[src/rtl/elementwise_pkg.sv]
// Shared types and size helpers for the streaming elementwise multiplier.
package elementwise_pkg;

    typedef enum logic [1:0] {
        IDLE    = 2'd0,
        COMPUTE = 2'd1,
        DONE    = 2'd2
    } state_t;

    function automatic int unsigned dot_width(input int unsigned n, input int unsigned len);
        return 2 * n + $clog2(len);
    endfunction

    function automatic int unsigned beats(input int unsigned len, input int unsigned lanes);
        return len / lanes;
    endfunction

endpackage

[src/rtl/mul_lane.sv]
// One N x N -> 2N multiplier lane with runtime signed/unsigned selection.
module mul_lane #(
    parameter int unsigned N = 8
) (
    input  logic [N-1:0]   i_a,
    input  logic [N-1:0]   i_b,
    input  logic           i_signed,
    output logic [2*N-1:0] o_prod
);

    logic [2*N-1:0] w_a_ext;
    logic [2*N-1:0] w_b_ext;

    assign w_a_ext = {{N{i_signed & i_a[N-1]}}, i_a};
    assign w_b_ext = {{N{i_signed & i_b[N-1]}}, i_b};

    // The low 2N bits of the extended product are exact in both modes.
    assign o_prod = w_a_ext * w_b_ext;

endmodule

[src/rtl/streaming_elementwise_multiplier.sv]
// Multi-channel elementwise multiplier with per-channel dot product; LANES
// shared multipliers per channel walk through the vector over BEATS cycles.
module streaming_elementwise_multiplier
    import elementwise_pkg::*;
#(
    parameter int unsigned N     = 8,
    parameter int unsigned LEN   = 8,
    parameter int unsigned CH    = 2,
    parameter int unsigned LANES = 2,
    localparam int unsigned BEATS = beats(LEN, LANES),
    localparam int unsigned DOT_W = dot_width(N, LEN)
) (
    input  logic                  clk,
    input  logic                  rst_n,
    input  logic                  in_valid,
    output logic                  in_ready,
    input  logic                  in_signed,
    input  logic [CH*LEN*N-1:0]   in_a,
    input  logic [CH*LEN*N-1:0]   in_b,
    output logic                  out_valid,
    input  logic                  out_ready,
    output logic [CH*LEN*2*N-1:0] out_prod,
    output logic [CH*DOT_W-1:0]   out_dot
);

    localparam int unsigned BW = (BEATS > 1) ? $clog2(BEATS) : 1;
    localparam int unsigned NL = CH * LANES;
    localparam logic [BW-1:0] LAST_BEAT = BW'(BEATS - 1);
    localparam int unsigned EXT_W = DOT_W - 2 * N;

    if (LEN % LANES != 0) begin : g_len_check
        $error("LEN must be a multiple of LANES");
    end

    state_t                  r_state;
    logic [BW-1:0]           r_beat;
    logic [CH*LEN*N-1:0]     r_a;
    logic [CH*LEN*N-1:0]     r_b;
    logic                    r_signed;
    logic [CH*LEN*2*N-1:0]   r_prod;
    logic [CH*DOT_W-1:0]     r_dot;

    logic [N-1:0]            w_lane_a   [NL];
    logic [N-1:0]            w_lane_b   [NL];
    logic [2*N-1:0]          w_lane_p   [NL];
    logic [DOT_W-1:0]        w_beat_sum [CH];

    assign in_ready  = (r_state == IDLE);
    assign out_valid = (r_state == DONE);
    assign out_prod  = r_prod;
    assign out_dot   = r_dot;

    // Route element k*LANES+l of every channel to lane l during beat k.
    always_comb begin
        w_lane_a = '{default: '0};
        w_lane_b = '{default: '0};
        for (int c = 0; c < int'(CH); c++) begin
            for (int l = 0; l < int'(LANES); l++) begin
                w_lane_a[c*LANES+l] = r_a[(c*LEN + int'(r_beat)*LANES + l)*N +: N];
                w_lane_b[c*LANES+l] = r_b[(c*LEN + int'(r_beat)*LANES + l)*N +: N];
            end
        end
    end

    for (genvar k = 0; k < NL; k++) begin : g_lane
        mul_lane #(
            .N (N)
        ) u_mul_lane (
            .i_a      (w_lane_a[k]),
            .i_b      (w_lane_b[k]),
            .i_signed (r_signed),
            .o_prod   (w_lane_p[k])
        );
    end

    always_comb begin
        w_beat_sum = '{default: '0};
        for (int c = 0; c < int'(CH); c++) begin
            for (int l = 0; l < int'(LANES); l++) begin
                w_beat_sum[c] = w_beat_sum[c]
                    + {{EXT_W{r_signed & w_lane_p[c*LANES+l][2*N-1]}}, w_lane_p[c*LANES+l]};
            end
        end
    end

    always_ff @(posedge clk or negedge rst_n) begin
        if (!rst_n) begin
            r_state  <= IDLE;
            r_beat   <= '0;
            r_a      <= '0;
            r_b      <= '0;
            r_signed <= 1'b0;
            r_prod   <= '0;
            r_dot    <= '0;
        end else begin
            case (r_state)
                IDLE: begin
                    if (in_valid) begin
                        r_a      <= in_a;
                        r_b      <= in_b;
                        r_signed <= in_signed;
                        r_beat   <= '0;
                        r_dot    <= '0;
                        r_state  <= COMPUTE;
                    end
                end
                COMPUTE: begin
                    for (int c = 0; c < int'(CH); c++) begin
                        for (int l = 0; l < int'(LANES); l++) begin
                            r_prod[(c*LEN + int'(r_beat)*LANES + l)*2*N +: 2*N] <=
                                w_lane_p[c*LANES+l];
                        end
                        r_dot[c*DOT_W +: DOT_W] <= r_dot[c*DOT_W +: DOT_W] + w_beat_sum[c];
                    end
                    if (r_beat == LAST_BEAT) begin
                        r_state <= DONE;
                    end else begin
                        r_beat <= r_beat + 1'b1;
                    end
                end
                DONE: begin
                    if (out_ready) begin
                        r_state <= IDLE;
                    end
                end
                default: r_state <= IDLE;
            endcase
        end
    end

endmodule

[config.mk]
export PLATFORM = sky130hd
export DESIGN_NAME = streaming_elementwise_multiplier
export DESIGN_NICKNAME = d
export VERILOG_FILES = /design/src/rtl/elementwise_pkg.sv /design/src/rtl/mul_lane.sv /design/src/rtl/streaming_elementwise_multiplier.sv
export SDC_FILE = /design/constraint.sdc
export NUM_CORES = 2
export LEC_CHECK = 0
export BUFFER_PORTS_ARGS = -buffer_cell sky130_fd_sc_hd__buf_2
export CAP_MARGIN = 10
export CORE_ASPECT_RATIO = 1.2
export CORE_MARGIN = 5
export CORE_UTILIZATION = 40
export DETAILED_ROUTE_END_ITERATION = 6
export PLACE_DENSITY = 0.7
export REMOVE_ABC_BUFFERS = 1
export SLEW_MARGIN = 20
export SYNTH_ARGS = -nofsm -noshare
export SYNTH_HDL_FRONTEND = slang
export SYNTH_SLANG_ARGS = --single-unit
[constraint.sdc]
create_clock -name clk -period 12.35 [get_ports clk]
set_input_delay 2.47 -clock clk [delete_from_list [all_inputs] [get_ports clk]]
set_output_delay 2.47 -clock clk [all_outputs]
set_load 0.005 [all_outputs]
==> results.sh <==
export IMPL_core_area_um2=88000
export IMPL_layout_setup_ws_ps=2860
export IMPL_grtUsageTotal_pct=22.8
export IMPL_rows=119
export IMPL_nets=4310
export IMPL_r2r_start="r_beat[0]$_DFFE_PN0P_"
export IMPL_holdCritPathClass="reg -> reg"
export IMPL_crit_top_cell="fa_1"
export IMPL_detail_route_wl_per_cell_um=23.0
export IMPL_die_x_um=282
export IMPL_antenna_found_initial=15
export IMPL_cts_setup_buffers=0
export IMPL_finalCritPeriodShare_pct=76.9
export IMPL_worstMarginPinSlew_ps=1180
export IMPL_required_ps=12920
export IMPL_crit_start="r_beat[0]$_DFFE_PN0P_"
export IMPL_vias_per_cell=5.39
export IMPL_cts_tree="yes"
export IMPL_ys_seq_area_share_pct=39.1
export IMPL_synth_warnings=0
export IMPL_max_stage_delay_ps=1020
export IMPL_relSlewSlack_pct=21.1
export IMPL_clkTransAtPathRegs_ps=70
export IMPL_run_status="completed"
export IMPL_ios=557
export IMPL_placed_cells=4669
export IMPL_grt_pass1_wl_mm=166
export IMPL_syn_mean_instance_area_um2=11.7
export IMPL_gr_total_overflow=0
export IMPL_crit_path_end_kind="register"
export IMPL_remaining_drc_errors=0
export IMPL_yosys_top_cells_area="dfrtp_1 (39%), fa_1 (14%), mux2_2 (8.1%), ha_1 (7.4%), a22o_1 (4.7%)"
export IMPL_setup_viol_count_final=0
export IMPL_io_buffer_count=556
export IMPL_synth_area_leader_cell="dfrtp_1"
export IMPL_netlist_instances=3041
export IMPL_max_freq_mhz=105
export IMPL_drtPass1Iterations=6
export IMPL_synth_top_area_share_pct=39.1
export IMPL_synth_area_um2=35500
export IMPL_vias=25800
export IMPL_rsz0062_at_grt="false"
export IMPL_maxCapViolCount=0
export IMPL_slowest_stage="dfrtp_4"
export IMPL_drt_iter0_markers=1524
export IMPL_path_max_fanout=44
export IMPL_layout_min_cycle_time_ps=9490
export IMPL_arrival_ps=10070
export IMPL_synth_edf_count=0
export IMPL_timing_final_hold_violations=0
export IMPL_finClkSkew_ps=22.1
export IMPL_crit_family="adder cells"
export IMPL_slew_viol_final=0
export IMPL_drive_gt1_share_pct=29.4
export IMPL_async_flop_share_pct=100
export IMPL_cts_path_max_buffers=3
export IMPL_path_buf_inv=4
export IMPL_grt_pass1_vias=27500
export IMPL_synth_distinct_cells=64
export IMPL_clk_latency_ps=650
export IMPL_hpwl_mm=82.6
export IMPL_finalSetupTns_ps=0
export IMPL_cp_start_kind="register"
export IMPL_routed_wirelength_mm=110
export IMPL_hp_start="out_prod[43]$_DFFE_PN0P_"
export IMPL_path_class="reg -> reg"
export IMPL_htree_levels=2
export IMPL_cts_hold_buf=0
export IMPL_clock_sinks=555
export IMPL_yosys_register_bits=555
export IMPL_syn2layout_area_growth_pct=17.9
export IMPL_fillers=7911
export IMPL_start_util_pct=40.4
export IMPL_cts_buffers=58
export IMPL_grt_max_degree=164
export IMPL_gp_congestion=0.908
export IMPL_cts_resized=0
export IMPL_dpl_worst_slack_ps=2820
export IMPL_final_antenna_net_count=0
export IMPL_die_y_um=337
export IMPL_root_buffer="clkbuf_16"
export IMPL_synthFlopType="dfrtp_1"
export IMPL_dieArea_um2=94900
export IMPL_final_cells=4790
[registers in the layout, indices dropped and copies added, names as in the netlist]
signal / cells
r_state: 2
r_signed: 1
r_b: 128
out_dot: 38
out_prod: 256
r_a: 128
r_beat: 2
[logic make-up (layout without fill, tap and decap cells)]
| group | Yosys count | count (layout) | synth area share (%) |
|---|---|---|---|
| muxes | 321 | 321 | 12.2 |
| other | 0 | 11 | 0 |
| xor gates and xnor gates | 129 | 129 | 3.34 |
| buffers and inverters | 430 | 1019 | 4.66 |
| AOI/OAI and AO/OA | 541 | 541 | 10.9 |
| adders and majority gates | 466 | 466 | 21.8 |
| DFF | 555 | 555 | 39.1 |
| and+or+nand+nor | 599 | 599 | 8.06 |
[through the flow]
stage	cell area, um2	utilization (%)	hold slack [ps]
2_1_floorplan	35000	-	473
3_3_place_gp	39700	45.2	456
3_5_place_dp	39700	45.2	466
4_1_cts	41800	47.5	481
5_1_grt	41900	47.6	490
6_report	41900	47.6	479
[cell usage after synthesis (18+ instances only)]
library cell and n:
dfrtp_1 555, xnor2_1 87, fa_1 256, ha_1 210, nand2_1 293, o21ai_1 22, a22o_1 189, a22oi_1 49
buf_2 18, o21ai_0 95, a21o_1 29, nor2_1 69, clkbuf_1 88, mux2_2 257, mux4_2 64, xor2_1 36
a21oi_1 71, and2_1 149, inv_1 307
[cell type report]
type | count | area, um2 | area share, %
sequential | 555 | 13900 | 33.2
clock buffer | 77 | 1600 | 3.83
multi-input combinational | 2056 | 20100 | 47.9
timing repair buffer | 604 | 3240 | 7.74
tap | 1149 | 1440 | 3.43
antenna | 11 | 27.5 | 0.0657
clock inverter | 30 | 450 | 1.08
inverter | 308 | 1160 | 2.76
[cell usage in the layout (no fill, tap or decap), types with 10 or more instances in the layout]
master     count
a22o_1       189
a22oi_1       49
nand3_1       10
o21ai_1       22
o21bai_1      14
xor2_1        36
a21o_1        29
a21oi_1       71
inv_1        307
fa_1         256
mux4_2        64
ha_1         210
o22ai_1       15
mux2_2       257
nor3_1        13
clkbuf_16     58
buf_4         41
nand2_1      289
and3_1        12
dfrtp_1      552
o21ai_0       95
or2_2         11
nor2_1        69
and2_1       148
buf_2        555
diode_2       11
o21a_1        11
clkbuf_1      11
xnor2_1       86
[path summary, 6_finish.rpt]
kind,end,slack [ps],depth (start not counted)
worst max-delay path,out_dot[37]$_DFFE_PN0P_,2860,32
worst min-delay path,out_prod[43]$_DFFE_PN0P_,480,2
worst max register to register,out_dot[37]$_DFFE_PN0P_,2860,32
worst min register to register,out_prod[43]$_DFFE_PN0P_,480,2
max in group asynchronous,out_prod[190]$_DFFE_PN0P_,8320,3
min in group asynchronous,r_a[52]$_DFFE_PN0P_,1850,1
[worst reg2reg max path: cells and delay by family, from the launching register on]
kind            cells  cell delay (ps)
buf+inv             4              520
flops               1             1020
compound gates      9             1580
simple gates        7             1350
xor+xnor            3              700
mux                 1              730
fa+ha+maj           8             3500
[routing by layer]
| layer | global-route usage, % | wire (um) | share of wire [%] | up-vias |
|---|---|---|---|---|
| li1 | - | - | - | 11600 |
| met1 | 28.6 | 43300 | 39 | 13200 |
| met2 | 38.8 | 54500 | 50 | 866 |
| met3 | 5.05 | 7590 | 6.9 | 205 |
| met4 | 8.61 | 4530 | 4.1 | 2 |
| met5 | 0 | 15 | 0.014 | - |
Power is not shown: default switching activity piles up to over one toggle a cycle in this logic, so the estimate is an artifact.
